==> src/rtl/wb_burst_reader.sv <==
// Wishbone B3 read master that streams a block of words into a first-word-fall-through FIFO.
// Define WB_BURST_READER_BURST_EN for incrementing bursts; otherwise every beat is a classic cycle.
module wb_burst_reader #(
  parameter int unsigned dw         = 32,
  parameter int unsigned aw         = 32,
  parameter int unsigned max_burst  = 8,
  parameter int unsigned fifo_depth = 16
) (
  input  logic          wb_clk_i,
  input  logic          wb_rst_i,
  input  logic [aw-1:0] cmd_adr_i,
  input  logic [15:0]   cmd_len_i,
  input  logic          cmd_valid_i,
  output logic          cmd_ready_o,
  output logic [aw-1:0] wbm_adr_o,
  output logic [dw-1:0] wbm_dat_o,
  output logic [3:0]    wbm_sel_o,
  output logic          wbm_we_o,
  output logic          wbm_cyc_o,
  output logic          wbm_stb_o,
  output logic [2:0]    wbm_cti_o,
  output logic [1:0]    wbm_bte_o,
  input  logic [dw-1:0] wbm_dat_i,
  input  logic          wbm_ack_i,
  input  logic          wbm_err_i,
  output logic [dw-1:0] data_o,
  output logic          data_valid_o,
  input  logic          data_ready_i,
  output logic          busy_o,
  output logic          done_o,
  output logic          err_o
);

`ifdef WB_BURST_READER_BURST_EN
  localparam bit          burst_en = 1'b1;
  localparam int unsigned mb       = max_burst;
`else
  localparam bit          burst_en = 1'b0;
  localparam int unsigned mb       = 1;
`endif
  localparam int unsigned bw = $clog2(max_burst) + 1;
  localparam int unsigned pw = $clog2(fifo_depth);
  localparam int unsigned cw = pw + 1;

  localparam logic [2:0] CTI_CLASSIC = 3'b000;
  localparam logic [2:0] CTI_INCR    = 3'b010;
  localparam logic [2:0] CTI_END     = 3'b111;

  typedef enum logic [1:0] {IDLE, WAIT_SPACE, BURST, GAP} state_t;

  state_t        state_q, state_d;
  logic [aw-1:0] adr_q, adr_d;
  logic [15:0]   rem_q, rem_d;
  logic [bw-1:0] beat_q, beat_d, burst_n;
  logic [2:0]    cti_q, cti_d;
  logic          cyc_q, cyc_d;
  logic          done_q, done_d;
  logic          err_q, err_d;
  logic          rdy_q, busy_q;

  logic [dw-1:0] mem [fifo_depth];
  logic [pw-1:0] wr_ptr_q, rd_ptr_q;
  logic [cw-1:0] cnt_q, cnt_d, free;
  logic          valid_q;

  logic accept, ack_ok, bus_err, last_beat, space_ok, chain, push, pop;

  assign accept    = cmd_valid_i & rdy_q;
  assign ack_ok    = (state_q == BURST) & wbm_ack_i & ~wbm_err_i;
  assign bus_err   = (state_q == BURST) & wbm_err_i;
  assign last_beat = (beat_q == bw'(1));
  assign free      = cw'(fifo_depth) - cnt_q;
  assign space_ok  = 32'(free) >= 32'(burst_n);
  assign push      = ack_ok;
  assign pop       = valid_q & data_ready_i;

  // Beats of the next burst: the smaller of what is left and the burst limit.
  always_comb begin
    if (32'(rem_q) >= mb) burst_n = bw'(mb);
    else                  burst_n = bw'(rem_q);
  end

  // Classic mode keeps the cycle open while the word after this push still fits.
`ifdef WB_BURST_READER_BURST_EN
  assign chain = 1'b0;
`else
  assign chain = (32'(cnt_q) + 32'd2) <= fifo_depth;
`endif

  always_ff @(posedge wb_clk_i) begin
    if (wb_rst_i) state_q <= IDLE;
    else          state_q <= state_d;
  end

  always_comb begin
    state_d = state_q;
    case (state_q)
      IDLE:       if (accept && cmd_len_i != 16'd0) state_d = WAIT_SPACE;
      WAIT_SPACE: if (space_ok) state_d = BURST;
      BURST: begin
        if (bus_err) begin
          state_d = IDLE;
        end else if (ack_ok && last_beat) begin
          if (rem_q == 16'd1) state_d = IDLE;
          else if (chain)     state_d = BURST;
          else if (burst_en)  state_d = GAP;
          else                state_d = WAIT_SPACE;
        end
      end
      GAP:        state_d = WAIT_SPACE;
      default:    state_d = IDLE;
    endcase
  end

  // Next values of the bus outputs and the command bookkeeping.
  always_comb begin
    adr_d  = adr_q;
    rem_d  = rem_q;
    beat_d = beat_q;
    cyc_d  = cyc_q;
    cti_d  = cti_q;
    done_d = 1'b0;
    err_d  = 1'b0;
    case (state_q)
      IDLE: begin
        if (accept) begin
          adr_d  = cmd_adr_i & ~aw'(3);
          rem_d  = cmd_len_i;
          done_d = (cmd_len_i == 16'd0);
        end
      end
      WAIT_SPACE: begin
        if (space_ok) begin
          cyc_d  = 1'b1;
          beat_d = burst_n;
          cti_d  = (burst_n == bw'(1)) ? CTI_CLASSIC : CTI_INCR;
        end
      end
      BURST: begin
        if (bus_err) begin
          cyc_d = 1'b0;
          cti_d = CTI_CLASSIC;
          rem_d = 16'd0;
          err_d = 1'b1;
        end else if (ack_ok) begin
          adr_d  = adr_q + aw'(4);
          rem_d  = rem_q - 16'd1;
          beat_d = beat_q - bw'(1);
          if (last_beat) begin
            cti_d = CTI_CLASSIC;
            if (rem_q == 16'd1) begin
              done_d = 1'b1;
              cyc_d  = 1'b0;
            end else if (chain) begin
              beat_d = bw'(1);
            end else begin
              cyc_d = 1'b0;
            end
          end else if (beat_q == bw'(2)) begin
            cti_d = CTI_END;
          end
        end
      end
      default: ;
    endcase
  end

  always_ff @(posedge wb_clk_i) begin
    if (wb_rst_i) begin
      adr_q  <= '0;
      rem_q  <= '0;
      beat_q <= '0;
      cyc_q  <= 1'b0;
      cti_q  <= CTI_CLASSIC;
      done_q <= 1'b0;
      err_q  <= 1'b0;
      rdy_q  <= 1'b0;
      busy_q <= 1'b0;
    end else begin
      adr_q  <= adr_d;
      rem_q  <= rem_d;
      beat_q <= beat_d;
      cyc_q  <= cyc_d;
      cti_q  <= cti_d;
      done_q <= done_d;
      err_q  <= err_d;
      rdy_q  <= (state_d == IDLE);
      busy_q <= (state_d != IDLE);
    end
  end

  // Output FIFO; space is reserved before each burst so a push never meets a full FIFO.
  assign cnt_d = cnt_q + cw'(push) - cw'(pop);

  always_ff @(posedge wb_clk_i) begin
    if (wb_rst_i) begin
      wr_ptr_q <= '0;
      rd_ptr_q <= '0;
      cnt_q    <= '0;
      valid_q  <= 1'b0;
    end else begin
      if (push) wr_ptr_q <= wr_ptr_q + pw'(1);
      if (pop)  rd_ptr_q <= rd_ptr_q + pw'(1);
      cnt_q   <= cnt_d;
      valid_q <= (cnt_d != '0);
    end
  end

  always_ff @(posedge wb_clk_i) begin
    if (push) mem[wr_ptr_q] <= wbm_dat_i;
  end

  assign cmd_ready_o  = rdy_q;
  assign wbm_adr_o    = adr_q;
  assign wbm_dat_o    = '0;
  assign wbm_sel_o    = 4'hf;
  assign wbm_we_o     = 1'b0;
  assign wbm_cyc_o    = cyc_q;
  assign wbm_stb_o    = cyc_q;
  assign wbm_cti_o    = cti_q;
  assign wbm_bte_o    = 2'b00;
  assign data_o       = mem[rd_ptr_q];
  assign data_valid_o = valid_q;
  assign busy_o       = busy_q;
  assign done_o       = done_q;
  assign err_o        = err_q;

endmodule
==> config.mk <==
export PLATFORM = sky130hd
export DESIGN_NAME = wb_burst_reader
export DESIGN_NICKNAME = d
export VERILOG_FILES = /design/src/rtl/wb_burst_reader.sv
export SDC_FILE = /design/constraint.sdc
export NUM_CORES = 1
export LEC_CHECK = 0
export ABC_AREA = 0
export CAP_MARGIN = 5
export CORE_MARGIN = 5
export CORE_UTILIZATION = 45
export DETAILED_ROUTE_END_ITERATION = 6
export GPL_TIMING_DRIVEN = 0
export PLACE_DENSITY = 0.77
export SLEW_MARGIN = 20
export SYNTH_ARGS = -nofsm -noshare
export SYNTH_HDL_FRONTEND = slang
export SYNTH_SLANG_ARGS = --single-unit
==> constraint.sdc <==
create_clock -name wb_clk_i -period 4.3 [get_ports wb_clk_i]
set_input_delay 0.645 -clock wb_clk_i [delete_from_list [all_inputs] [get_ports wb_clk_i]]
set_output_delay 0.645 -clock wb_clk_i [all_outputs]
set_load 0.005 [all_outputs]
**After elaboration in Yosys (flattened, before gate mapping)**

Memory sizes are Yosys's and may differ from the RTL's. A register that Yosys moved wholly into a read port is not among the register bits.
Index checks and enable logic that the tools add are counted.

- Bits in registers: 76
- RAM bits: 512
- Input port bits: 86
- Output and inout bits: 113
- Logic and storage cells: 113
- Memories: 1

- $add $sub $neg: 9
- $lt $le $gt $ge: 3
- Equality and inequality tests: 15
- Muxes and demuxes: 48
- Bitwise gates (word level): 7
- Reduce and logical (&&, ||, !) cells: 16

Memory list:

| memory | words | bits a word | rd ports | clocked after memory_dff | write ports | line | source |
|---|---|---|---|---|---|---|---|
| mem | 16 | 32 | 1 | 1 | 1 | 61 | `logic [dw-1:0] mem [fifo_depth];` |

Operator list:

| cell | count |
|---|---|
| 2-to-1 mux 32 bit | 3 |
| case mux 32 bit (2 select lines) | 1 |
| 2-to-1 mux 16 bit | 3 |
| 2-to-1 mux 4 bit | 9 |
| adder 32 x 3 -> 32 bit (second input constant) | 1 |
| case mux 16 bit (2 select lines) | 1 |
| == test 16 x 1 -> 1 bit (second input constant) | 1 |
| >= comparator 16 x 1 -> 1 bit (second input constant) | 1 |
| logical NOT 16 bit | 1 |
| nonzero test 16 bit | 1 |
| subtractor 16 x 1 -> 16 bit (second input constant) | 1 |
| 2-to-1 mux 3 bit | 5 |
| 2-to-1 mux 1 bit | 14 |
| 2-to-1 mux 2 bit | 7 |
| AND reduction 4 bit | 3 |
| adder 4 x 1 -> 4 bit (second input constant) | 2 |
| == test 4 x 1 -> 1 bit (second input constant) | 2 |
| inequality test 2 bit (second input constant) | 4 |
| inequality test 4 x 3 -> 1 bit (second input constant) | 2 |
| case mux 2 bit (4 select lines) | 1 |
| case mux 4 bit (2 select lines) | 1 |
| adder 5 x 2 -> 6 bit (second input constant) | 1 |
| less-or-equal comparator 6 x 5 -> 1 bit (second input constant) | 1 |
| inequality test 3 bit (second input constant) | 2 |
| 19 further kinds | 30 |

**Depth between registers and ports, before layout**

- Depth in word-level cells: 8
- Gate-level depth with buffers: 18
- Mapped depth without buffers: 16

**Least setup slack after synthesis**

OpenSTA, ideal clock, no wires.

- Path kind: in2reg
- Start: in wbm_err_i
- End: mem mem[3][0] (enable)
- Library setup time: 461 ps
- Arrival time: 3806 ps
- Path slack: 33 ps
- Cell stages on the path: 6
- Cell sequence: nor2b_1 -> clkbuf_1 -> and2_1 -> clkbuf_1 -> nand2_1 -> nor3_1

- Cells in the longest elaborated chain, start to end: 4

RTL lines:

| what | line | source |
|---|---|---|
| start: declaration | 25 | `input logic wbm_err_i,` |
| inverter 1 bit | 69 | `assign ack_ok = (state_q == BURST) & wbm_ack_i & ~wbm_err_i;` |
| AND 1 bit | 69 |  |
| 2-to-1 mux 1 bit | 210 | `if (push) mem[wr_ptr_q] <= wbm_dat_i;` |
| 2-to-1 mux 1 bit (implied by the code) | 210 |  |
| end: declaration | 61 |  |

No other way between the ends.

==> summary by stage <==
STA
Setup repair after global routing left no endpoint under its margin. The final cycle utilization of the critical path is 0.968. Clock skew on the completed layout was measured at 0.0344 ns. The final worst slack is 0.137 ns. The post-route minimum period is 4.16 ns. The tightest slew margin relative to the limit is 0.358. The max-slew violation total from the final report came to 0. The total count of hold-check failures in the final report is 0. Timing would allow up to 240 MHz. Setup violations remaining at the end of the flow were counted as 0. The transition time at the pin with the least slew margin is 0.957 ns. In the final timing run, aggregate negative setup slack is 0 ns.

Clock tree
For this design, the CTS-stage hold fixing added 0 buffers. CTS placed an instance of sky130_fd_sc_hd__clkbuf_16 at the clock tree root. Counting every sink on the clock net gives 589. The TritonCTS clock tree is yes. The H-tree generated during clock tree synthesis spans 2 levels. Clock-pin slew was measured on the worst setup and hold paths at 0.06 ns.

The number of setup buffers added after CTS is 0. The clock passes through at most 3 buffers. The later pin in the worst-skew pair is clocked with a latency of 0.61 ns. Buffers inserted during clock tree synthesis total 56.

After clock tree synthesis, the repair step resized 29 gates.

Hold path
The worst hold path belongs to the class register to register. The start point of the worst min-delay path is rem_q[14].

Setup path
The launch point of the worst reg-to-reg path is state_q[0]. The peak fanout along the critical path is 10. The worst setup path is captured at an output port. The worst setup path is launched from a register. The required time of the critical path is 3.65 ns. The worst setup path is of the register to output port kind. Data on the critical path arrives at its endpoint at 3.52 ns.

Synth
The synthesized design spends more area on one cell type than any other, namely sky130_fd_sc_hd__edfxtp_1. In the synthesized netlist, the cells that appear most often are sky130_fd_sc_hd__edfxtp_1, sky130_fd_sc_hd__mux4_2, sky130_fd_sc_hd__dfxtp_1, sky130_fd_sc_hd__nand2_1, sky130_fd_sc_hd__nor2_1. After synthesis the netlist holds a flip-flop and latch count of 589. The number of synthesis warnings is 0.

Dividing the synthesized area by the synthesized cell count gives 17.6 sq um. The gate count of the mapped netlist is 1,378. Synthesis instantiated 65 different standard cells from the library. The commonest register cell after synthesis is sky130_fd_sc_hd__edfxtp_1. The proportion of register bits with asynchronous set or reset after synthesis is 0. The top cell type's share of synthesized area is 0.636.

Yosys attributes the largest share of cell area to sky130_fd_sc_hd__edfxtp_1, sky130_fd_sc_hd__mux4_2, sky130_fd_sc_hd__dfxtp_1, sky130_fd_sc_hd__ha_1, sky130_fd_sc_hd__buf_4. The most numerous cell in the Yosys netlist is sky130_fd_sc_hd__edfxtp_1. For this run, the register share of the synthesized area comes to 0.699. The cell area that synthesis handed to floorplanning was 24,200 sq um. The number of synthesized flops with an enable pin is 512.

Placed design
The placement-stage worst setup slack is -0.0562 ns. During placement, the flow inserted port buffers numbering 155. Detailed placement finished with a half-perimeter wire length of 39,300 microns. The congestion estimate from routability-driven global placement came to 0.882.

Route
Dividing the detail-routed via count by the number of cells gives 5.85. Across all layers, the routed design uses 14,049 vias. The wire length reported by the detailed router is 61,100 microns. The remaining antenna violation count is 0. The number of iterations in the first detailed-routing pass is 5. The detail-routed net length per standard cell is 25.4 microns. After detailed routing, the number of remaining DRC violations is 0.

In this run, the number of DRC markers left after iteration 0 of detailed routing was 1,601.

Power
The peak ir drop on the vdd network is 0.300 mV. Summed over all cells, the static leakage comes to 9.32 nW. The power density of the placed cells is 476 nW/um^2.

Run
Across the run, the number of max-cap violations was 0.

Finish
The count of nets after finishing is 1,784. The layout overhead on the synthesized area is 20.8%. The proportion of layout cells with a drive suffix above 1 is 0.213. The layout has 4,037 filler cells.

Global route
The maximum number of pins on one net before global-route repair is 21. The via count of the first global-routing pass is 14,882. The global route total overflow is 0. The number of antenna violations at the first check in global routing was 3.

The wire length of the first global-routing pass is 92,300 microns. The total global-route track usage is 0.206.

Status
The flow ran to the end, and the final reports show no timing, DRC or antenna violations.

Floorplanning
The initial utilization of the core area, before any placement, comes to 0.452. The chip width is 242 microns. In this run the count of I/O pins placed on the die edge is 199.

The area of the placeable core is 53,500 sq um. The floorplan step defined a die boundary enclosing 58,500 sq um. The number of core rows is 85. The floorplan step set the die height to 242 microns.
[registers in the layout, summed over array words and instances (netlist names), 4 cells and up, named ones only]
signal     cells
rem_q         16
cnt_q          5
wbm_adr_o     30
beat_q         4
mem          512
wr_ptr_q       4
rd_ptr_q       4
[layer usage]
metal | vias up | wire length [microns] | global-route usage
met3 | 118 | 5460 | 0.0426
met5 | - | 13 | 0
li1 | 6029 | - | -
met1 | 7143 | 22900 | 0.264
met2 | 757 | 31300 | 0.361
met4 | 2 | 1430 | 0.0557
[logic make-up after synthesis]
family	count (synthesis)	synth area share
compound gates	175	0.0459
xor+xnor	13	0.00471
fa+ha+maj	33	0.0174
buf+inv	144	0.0291
flops	589	0.699
mux	163	0.150
other cells	2	0.000310
simple gates	259	0.0531
[worst max-delay path, cell delays in order, from the launching register on]
cell                              delay, ns
sky130_fd_sc_hd__dfxtp_1               0.34
sky130_fd_sc_hd__clkbuf_2              0.35
sky130_fd_sc_hd__clkdlybuf4s18_2       0.56
sky130_fd_sc_hd__mux4_2                0.58
sky130_fd_sc_hd__mux4_2                0.49
sky130_fd_sc_hd__clkdlybuf4s50_1       0.59
[placed cells by master, fill, tap and decap left out, types with 12 or more instances in the layout]
master / count
sky130_fd_sc_hd__conb_1: 43
sky130_fd_sc_hd__buf_4: 55
sky130_fd_sc_hd__nor2b_1: 15
sky130_fd_sc_hd__ha_1: 32
sky130_fd_sc_hd__clkdlybuf4s50_1: 155
sky130_fd_sc_hd__nand3_1: 16
sky130_fd_sc_hd__mux4_2: 160
sky130_fd_sc_hd__nand2_1: 67
sky130_fd_sc_hd__dfxtp_1: 77
sky130_fd_sc_hd__clkbuf_16: 56
sky130_fd_sc_hd__nor2_1: 55
sky130_fd_sc_hd__clkbuf_2: 15
sky130_fd_sc_hd__clkbuf_1: 51
sky130_fd_sc_hd__o21ai_0: 40
sky130_fd_sc_hd__nor3_1: 23
sky130_fd_sc_hd__a22oi_1: 12
sky130_fd_sc_hd__inv_1: 28
sky130_fd_sc_hd__nor4_1: 14
sky130_fd_sc_hd__edfxtp_1: 512
sky130_fd_sc_hd__a21oi_1: 51
sky130_fd_sc_hd__nor2_4: 12
[report_power, final]
part	total [mW]	internal (mW)	switching (mW)	leakage, nW
Clock	4.72	2.67	2.05	0.838
Sequential	6.57	6.37	0.200	5.23
Combinational	2.62	1.28	1.34	3.25
Total	13.9	10.3	3.59	9.32
[layout make-up]
cell class	count	area (sq um)	share of cell area
Antenna cell	2	5.00	0.000171
Buffer	115	677	0.0232
Clock buffer	75	1490	0.0511
Clock inverter	22	243	0.00831
Inverter	29	109	0.00372
Multi-Input combinational cell	686	6840	0.234
Sequential cell	589	16900	0.579
Tap cell	696	871	0.0298
Timing Repair Buffer	188	2080	0.0711
[metrics by stage]
step	util	cells	hold WS [ns]	cell area, sq um	power [mW]
2_1_floorplan	-	1419	0.427	24300	8.27
3_3_place_gp	0.500	2270	0.438	26800	9.19
3_5_place_dp	0.512	2303	0.443	27400	9.25
4_1_cts	0.546	2400	0.450	29200	14.0
5_1_grt	0.546	2401	0.470	29200	14.5
6_report	0.546	2402	0.451	29200	13.9
[worst paths after layout]
| check | endpoint | slack, ns | depth (start not counted) |
|---|---|---|---|
| worst max-delay path | data_o[2] | 0.14 | 5 |
| worst min-delay path | rem_q[14] | 0.45 | 2 |
| worst max register to register | mem[1][6] | 0.47 | 11 |
| worst min register to register | rem_q[14] | 0.45 | 2 |
Power figures use the tool's default switching activity.
